<file path="config.mk">
export PLATFORM = sky130hd
export DESIGN_NAME = elbert_divider_bank_flat
export DESIGN_NICKNAME = d
export VERILOG_FILES = /design/src/rtl/elbert_divider_bank_if.sv /design/src/rtl/elbert_divider_bank.sv /design/src/flat_wrapper.sv
export SDC_FILE = /design/constraint.sdc
export NUM_CORES = 1
export LEC_CHECK = 0
export BUFFER_PORTS_ARGS = -buffer_cell sky130_fd_sc_hd__buf_2
export CAP_MARGIN = 10
export CORE_ASPECT_RATIO = 0.9
export CORE_UTILIZATION = 60
export CTS_BUF_LIST = sky130_fd_sc_hd__clkbuf_8
export DETAILED_ROUTE_END_ITERATION = 8
export GPL_TIMING_DRIVEN = 0
export PLACE_DENSITY = 0.91
export SYNTH_ARGS = -nofsm -noshare
export SYNTH_HDL_FRONTEND = slang
export SYNTH_SLANG_ARGS = --single-unit
</file>
<file path="constraint.sdc">
create_clock -name clock -period 2.7 [get_ports clock]
set_clock_uncertainty 0.15 [all_clocks]
set_input_delay 0.54 -clock clock [delete_from_list [all_inputs] [get_ports clock]]
set_output_delay 0.54 -clock clock [all_outputs]
set_load 0.02 [all_outputs]
</file>
<file path="src/rtl/elbert_divider_bank_if.sv">
// Bundles the control and status signals of elbert_divider_bank.
//   master : drives enable/load config, observes channel outputs and free count
//   slave  : the divider bank itself
// Signals:
//   enable    1 = all counters advance, 0 = all hold
//   load      write load_div/load_mode into channel load_ch this cycle
//   load_ch   channel index; values >= NUM_CH are ignored
//   load_div  divide value D, event period D+1 cycles
//   load_mode 00 OFF, 01 TOGGLE, 10 PULSE, 11 ONESHOT
//   ch_out    per-channel registered output
//   ch_active channel on and oneshot not yet fired
//   free_cnt  free-running count
interface elbert_divider_bank_if #(
    parameter int NUM_CH = 4,
    parameter int CH_W   = 2,
    parameter int DIV_W  = 16,
    parameter int CNT_W  = 32
);
    logic              enable;
    logic              load;
    logic [CH_W-1:0]   load_ch;
    logic [DIV_W-1:0]  load_div;
    logic [1:0]        load_mode;
    logic [NUM_CH-1:0] ch_out;
    logic [NUM_CH-1:0] ch_active;
    logic [CNT_W-1:0]  free_cnt;

    modport master (
        output enable, load, load_ch, load_div, load_mode,
        input  ch_out, ch_active, free_cnt
    );

    modport slave (
        input  enable, load, load_ch, load_div, load_mode,
        output ch_out, ch_active, free_cnt
    );
endinterface

</file>
<file path="src/rtl/elbert_divider_bank.sv">
// Bank of NUM_CH runtime-programmable clock dividers plus a free-running
// counter, all on the rising edge of clock.
// Ports:
//   clock  board clock
//   reset  synchronous, active-high; wins over a concurrent load
//   bus    elbert_divider_bank_if.slave (config in, ch_out/ch_active/free_cnt out)
// Each channel counts 0..D and raises an internal event when cnt==D, giving an
// event every D+1 enabled edges. The mode decides what the event does to
// ch_out. All outputs come straight from registers.
module elbert_divider_bank #(
    parameter int NUM_CH = 4,
    parameter int CH_W   = 2,
    parameter int DIV_W  = 16,
    parameter int CNT_W  = 32
) (
    input logic                   clock,
    input logic                   reset,
    elbert_divider_bank_if.slave  bus
);
    typedef enum logic [1:0] {
        MODE_OFF     = 2'b00,
        MODE_TOGGLE  = 2'b01,
        MODE_PULSE   = 2'b10,
        MODE_ONESHOT = 2'b11
    } mode_e;

    logic [DIV_W-1:0]  div_q  [NUM_CH];
    logic [DIV_W-1:0]  div_d  [NUM_CH];
    logic [DIV_W-1:0]  cnt_q  [NUM_CH];
    logic [DIV_W-1:0]  cnt_d  [NUM_CH];
    mode_e             mode_q [NUM_CH];
    mode_e             mode_d [NUM_CH];
    logic [NUM_CH-1:0] out_q, out_d;
    logic [NUM_CH-1:0] done_q, done_d;
    logic [NUM_CH-1:0] active_q, active_d;
    logic [NUM_CH-1:0] evt;
    logic [CNT_W-1:0]  free_q, free_d;

    always_comb begin
        free_d = bus.enable ? free_q + CNT_W'(1) : free_q;
        evt    = '0;
        for (int i = 0; i < NUM_CH; i++) begin
            div_d[i]  = div_q[i];
            mode_d[i] = mode_q[i];
            cnt_d[i]  = cnt_q[i];
            out_d[i]  = out_q[i];
            done_d[i] = done_q[i];
            // An out-of-range load_ch matches no channel and is dropped.
            if (bus.load && (bus.load_ch == CH_W'(i))) begin
                div_d[i]  = bus.load_div;
                mode_d[i] = mode_e'(bus.load_mode);
                cnt_d[i]  = '0;
                out_d[i]  = 1'b0;
                done_d[i] = 1'b0;
            end else if (mode_q[i] == MODE_OFF) begin
                cnt_d[i] = '0;
                out_d[i] = 1'b0;
            end else if (bus.enable && !done_q[i]) begin
                evt[i]   = (cnt_q[i] == div_q[i]);
                cnt_d[i] = evt[i] ? '0 : cnt_q[i] + DIV_W'(1);
                case (mode_q[i])
                    MODE_TOGGLE:  if (evt[i]) out_d[i] = ~out_q[i];
                    MODE_PULSE:   out_d[i] = evt[i];
                    MODE_ONESHOT: if (evt[i]) begin
                        out_d[i]  = 1'b1;
                        done_d[i] = 1'b1;
                    end
                    default: ;
                endcase
            end
            // Built from next-state so ch_active drops on the same edge a
            // oneshot output rises.
            active_d[i] = (mode_d[i] != MODE_OFF) && !done_d[i];
        end
    end

    always_ff @(posedge clock) begin
        if (reset) begin
            for (int i = 0; i < NUM_CH; i++) begin
                div_q[i]  <= '0;
                cnt_q[i]  <= '0;
                mode_q[i] <= MODE_OFF;
            end
            out_q    <= '0;
            done_q   <= '0;
            active_q <= '0;
            free_q   <= '0;
        end else begin
            div_q    <= div_d;
            cnt_q    <= cnt_d;
            mode_q   <= mode_d;
            out_q    <= out_d;
            done_q   <= done_d;
            active_q <= active_d;
            free_q   <= free_d;
        end
    end

    assign bus.ch_out    = out_q;
    assign bus.ch_active = active_q;
    assign bus.free_cnt  = free_q;
endmodule

</file>
<file path="src/flat_wrapper.sv">
// flat-port wrapper written by rule: the top's interface ports become plain ports
module elbert_divider_bank_flat 
#(
    parameter int NUM_CH = 4,
    parameter int CH_W   = 2,
    parameter int DIV_W  = 16,
    parameter int CNT_W  = 32
)
  (clock, reset, bus_enable, bus_load, bus_load_ch, bus_load_div, bus_load_mode, bus_ch_out, bus_ch_active, bus_free_cnt);
  elbert_divider_bank_if #(.NUM_CH(NUM_CH), .CH_W(CH_W), .DIV_W(DIV_W), .CNT_W(CNT_W)) bus_i ();
  input logic clock;
  input logic reset;
  input wire logic [$bits(bus_i.enable)-1:0] bus_enable;
  input wire logic [$bits(bus_i.load)-1:0] bus_load;
  input wire logic [$bits(bus_i.load_ch)-1:0] bus_load_ch;
  input wire logic [$bits(bus_i.load_div)-1:0] bus_load_div;
  input wire logic [$bits(bus_i.load_mode)-1:0] bus_load_mode;
  output wire logic [$bits(bus_i.ch_out)-1:0] bus_ch_out;
  output wire logic [$bits(bus_i.ch_active)-1:0] bus_ch_active;
  output wire logic [$bits(bus_i.free_cnt)-1:0] bus_free_cnt;
  assign bus_i.enable = bus_enable;
  assign bus_i.load = bus_load;
  assign bus_i.load_ch = bus_load_ch;
  assign bus_i.load_div = bus_load_div;
  assign bus_i.load_mode = bus_load_mode;
  assign bus_ch_out = bus_i.ch_out;
  assign bus_ch_active = bus_i.ch_active;
  assign bus_free_cnt = bus_i.free_cnt;
  elbert_divider_bank #(.NUM_CH(NUM_CH), .CH_W(CH_W), .DIV_W(DIV_W), .CNT_W(CNT_W)) u_core (.clock(clock), .reset(reset), .bus(bus_i));
endmodule
</file>
Word level (Yosys, flattened, before mapping)
Index checks and enable logic that the tools add are counted.
Widths: inputs -> output; s select.
- add/subtract/negate cells: 5
- equal/unequal tests: 27
- muxes and demuxes: 40
- bitwise gates (word level): 4
- reductions and logical operators: 41
- operators with widths (kind ; number):
    $add 16x1->16 const B ; 4
    $eq 16x16->1 ; 4
    $mux 16 ; 4
    $add 32x1->32 const B ; 1
    $mux 1 ; 28
    $eq 2x2->1 const B ; 10
    $ne 2x1->1 const B ; 8
    $reduce_and 4->1 ; 4
    $logic_and 1x1->1 ; 12
    $pmux 1 s3 ; 4
    $reduce_bool 3->1 ; 4
    $reduce_or 3->1 ; 4
    $eq 2x1->1 const B ; 5
    $logic_not 2->1 ; 5
    $logic_not 1->1 ; 8
    $mux 2 ; 4
    $reduce_bool 2->1 ; 4
    $not 1->1 ; 4
- flip-flop bits (word level): 180
- bits of input ports: 24
- output and inout port bits: 40
- word-level logic and storage cells: 136

Longest topological paths before layout
- word-level depth: 8
- mapped depth: 7
- gate-level depth less buffers: 6

Worst setup path before layout
OpenSTA, ideal clock, no wires.
- path type: reg2reg
- from: reg u_core.free_q[0] (netlist: u_core.bus.free_cnt[0])
- to: reg u_core.free_q[22] (netlist: u_core.bus.free_cnt[22])
- library setup time: 0.128 ns
- arrival time: 1.687 ns
- data required time: 2.422 ns
- path slack: 0.735 ns
- cell stages (with the launch flop): 7
- path buffers: 0
- period minus slack after synthesis: 1.965 ns
- cell sequence: dfxtp_1 ha_1 nand4_4 nor4_4 nand4_1 xor2_1 nor2_1
- longest elaborated chain between the ends: 1
- ends and longest elaborated chain (what ; line ; source):
    start, declared ; elbert_divider_bank.sv:37 ; logic [CNT_W-1:0] free_q, free_d;
    start signal, assigned ; elbert_divider_bank.sv:95 ; free_q <= free_d;
    $add 32x1->32 ; elbert_divider_bank.sv:40 ; free_d = bus.enable ? free_q + CNT_W'(1) : free_q;
No other way between the ends.
A chain may end at the register's enable or synchronous reset.

Final worst setup path
- from: reg u_core.free_q[0] (netlist: u_core.bus.free_cnt[0])
- to: reg u_core.free_q[24] (netlist: u_core.bus.free_cnt[24])
Same word-level chain as after synthesis.

==> flow_summary_export.csv <==
group,metric,value,unit
grt,grt_pass1_wl,30.7,mm
sta,tightest_slew,592,ps
cts,cts_buffers,17,
flow_run,maxCapViolCount,0,
cts,cts_buffer_depth,2,
synthesis,async_flop_share,0,%
die,io_pins,64,
routing,vias,6681,
synthesis,synth_fp_nets,963,
cts,hold_buffers,0,
routing,drt-initial-drc-count,423,
sta,holdWs,221,ps
layout,layout_commonest_cell,"nand2_1",
sta,finalHoldViolations,0,
routing,drc_errors,0,
critical_path,cp_data_required_time,2880,ps
synthesis,yosys.cell_types.count,56,
layout,layout.nets,1044,
synthesis,synthCells,934,
cts,insertion_delay,460,ps
routing,routed_wl,18.7,mm
critical_path,cp_max_fo,10,
hold_path,hold_end,"u_core.div_q[26]$_SDFFE_PP0P_",
pwr,power_density,546,mW/mm2
critical_path,timing.rr.start,"u_core.bus.free_cnt[0]$_SDFFE_PP0P_",
grt,antenna_found_initial,0,
cts,postCtsSetupBuffers,0,
synthesis,synth_edf_count,0,
synthesis,synth_seq_area_share,45.0,%
critical_path,crit_path_end_kind,"flop",
die,die_y,112,um
cts,cts_tree,"yes",
sta,setup_violations,0,
place,placedCellCount,1160,
die,initial_core_util,62.4,%
grt,grt.total_usage,28.6,%
grt,gr-total-overflow,0,
layout,final_area,0.00890,mm2
routing,first_pass_iters,4,
sta,fin_crit_sh,80.3,%
sta,period_needed,2170,ps
place,dpl.hpwl,13.2,mm
routing,viasPerCell,5.61,
critical_path,rrSetupSlack,530,ps
critical_path,ff2ff_path_depth,6,
grt,grt_pass1_vias,6269,
place,port_buffers,62,
layout,most-common-layout-cells,"186 x nand2_1, 180 x dfxtp_1, 107 x nor2_1",
sta,rsz0062_at_grt,"false",
sta,fmax,461,MHz
cts,root_buffer,"clkbuf_8",
synthesis,ys_seq_elements,180,
hold_path,hold_depth,3,
place,place.gp.congestion,0.903,
layout,syn_to_final_growth,11.2,%
layout,fill_cells,1005,
grt,grt_max_degree,17,
cts,cts.sinks,180,
synthesis,ys.flop_type,"dfxtp_1",
hold_path,hold_start,"bus_load_div[10]",
critical_path,critPathArrivalTime,2350,ps
layout,drive_above_1_share,13.2,%
critical_path,r2r-end,"u_core.bus.free_cnt[24]$_SDFFE_PP0P_",
sta,setup-tns-final,0,ps
sta,relSlewSlack,60.3,%
cts,path_clk_slew,100,ps
die,dieArea,0.0138,mm2
routing,antenna_left,0,
critical_path,cp-start-kind,"flop",
synthesis,avgSynthCellArea,8.57,um2
sta,drv_slew,0,
pwr,peakVddDrop,0.334,mV
synthesis,synth_area,0.00800,mm2
cts,htreeDepth,4,
place,placed_area,0.00852,mm2
die,die_w,124,um
hold_path,hold_class,"input port to flop",
die,rows,39,
cts,postCtsResizedCells,0,
die,fp.coreArea,0.0128,mm2
synthesis,ys_warn_count,0,
layout,antenna_cells,0,
critical_path,critical_path_class,"flop to flop",
pwr,power_leakage,3.21,nW
routing,avgRoutedWirePerCell,15.7,um
run_status,status,"finished, final reports clean",
layout,stdcell_count,1191,
## report_power, final
| part | switching [W] | internal (W) | total [W] |
|---|---|---|---|
| logic | 0.000218 | 0.000114 | 0.000332 |
| registers | 0.0000383 | 0.00270 | 0.00274 |
| clock network | 0.00100 | 0.000791 | 0.00179 |
| total | 0.00126 | 0.00360 | 0.00486 |
## metal layers
metal  up-vias  GRT usage, %  wire length, um
met5         -             0                0
met4         0          12.0              545
met3        40          6.05             1270
met2       237          44.8             8510
met1      3137          38.0             8350
li1       3267             -                -
## per-stage QoR
step | utilization, % | power (W) | setup slack (ps)
after global routing | 69.3 | 0.00503 | 309
after CTS | 69.3 | 0.00487 | 544
after detailed placement | 66.4 | 0.00312 | 235
after floorplan | - | 0.00300 | 735
after global placement | 66.4 | 0.00311 | 314
final | 69.3 | 0.00486 | 532
## final cells by class
cell class                 count  area (um2)  area share (%)
buffer                        42         203            2.28
tap                          164         205            2.31
clock buffer                  19         262            2.94
sequential                   180        3600            40.5
inverter                       8        30.0           0.337
timing repair buffer          62         310            3.49
multi-input combinational    704        4170            46.8
clock inverter                12         120            1.35
## registers in the layout (all words and copies together) (netlist names)
name                  cells
u_core.bus.ch_active      4
u_core.div_q             64
u_core.bus.free_cnt      32
u_core.bus.ch_out         4
u_core.cnt_q             64
u_core.mode_q             8
u_core.done_q             4
## cell usage after synthesis, types with 4 or more instances
library cell / number / area [um2]
and3_1: 13 / 81.3
nor4_2: 6 / 75.1
nor2b_1: 5 / 31.3
nor3_1: 6 / 30.0
inv_1: 8 / 30.0
o21ai_0: 4 / 20.0
nor2_2: 10 / 62.6
ha_1: 5 / 62.6
nand2_1: 186 / 698
xnor2_1: 83 / 727
and2_1: 5 / 31.3
nand2b_1: 4 / 25.0
nor2_1: 107 / 402
a21oi_1: 80 / 400
buf_2: 6 / 30.0
xor2_1: 69 / 604
buf_1: 4 / 15.0
dfxtp_1: 180 / 3600
a21boi_0: 4 / 30.0
and4_1: 4 / 35.0
nand3_1: 28 / 140
nand4_1: 38 / 238
or3_1: 4 / 25.0
clkbuf_1: 26 / 97.6
## cell families (layout without fill, tap and decap cells)
| logic type | count (synthesis) | in the layout | synth area share [%] |
|---|---|---|---|
| flip-flops | 180 | 180 | 45.0 |
| adder cells (fa/ha/maj) | 5 | 5 | 0.782 |
| multiplexers | 1 | 1 | 0.125 |
| AND/OR/NAND/NOR | 438 | 438 | 26.3 |
| AO/OA/AOI/OAI | 107 | 107 | 8.01 |
| XOR/XNOR | 153 | 153 | 16.8 |
| buffers and inverters | 50 | 143 | 2.91 |
## worst max path at each step
stage	slack, ps	start	end
after floorplan	740	u_core.bus.free_cnt[0]$_SDFFE_PP0P_	u_core.bus.free_cnt[22]$_SDFFE_PP0P_
after global placement	310	bus_enable	u_core.bus.free_cnt[22]$_SDFFE_PP0P_
after detailed placement	240	reset	u_core.bus.free_cnt[0]$_SDFFE_PP0P_
after CTS	540	u_core.bus.free_cnt[0]$_SDFFE_PP0P_	u_core.bus.free_cnt[24]$_SDFFE_PP0P_
after global routing	310	u_core.bus.free_cnt[0]$_SDFFE_PP0P_	u_core.bus.free_cnt[24]$_SDFFE_PP0P_
final	530	u_core.bus.free_cnt[0]$_SDFFE_PP0P_	u_core.bus.free_cnt[24]$_SDFFE_PP0P_
## worst max-delay path: stages (launching register included)
cell,delay [ps]
dfxtp_1,440
ha_1,270
nand4_4,150
nor4_4,590
nand3_1,180
xor2_1,190
nor2_1,60
Power figures use the tool's default switching activity.
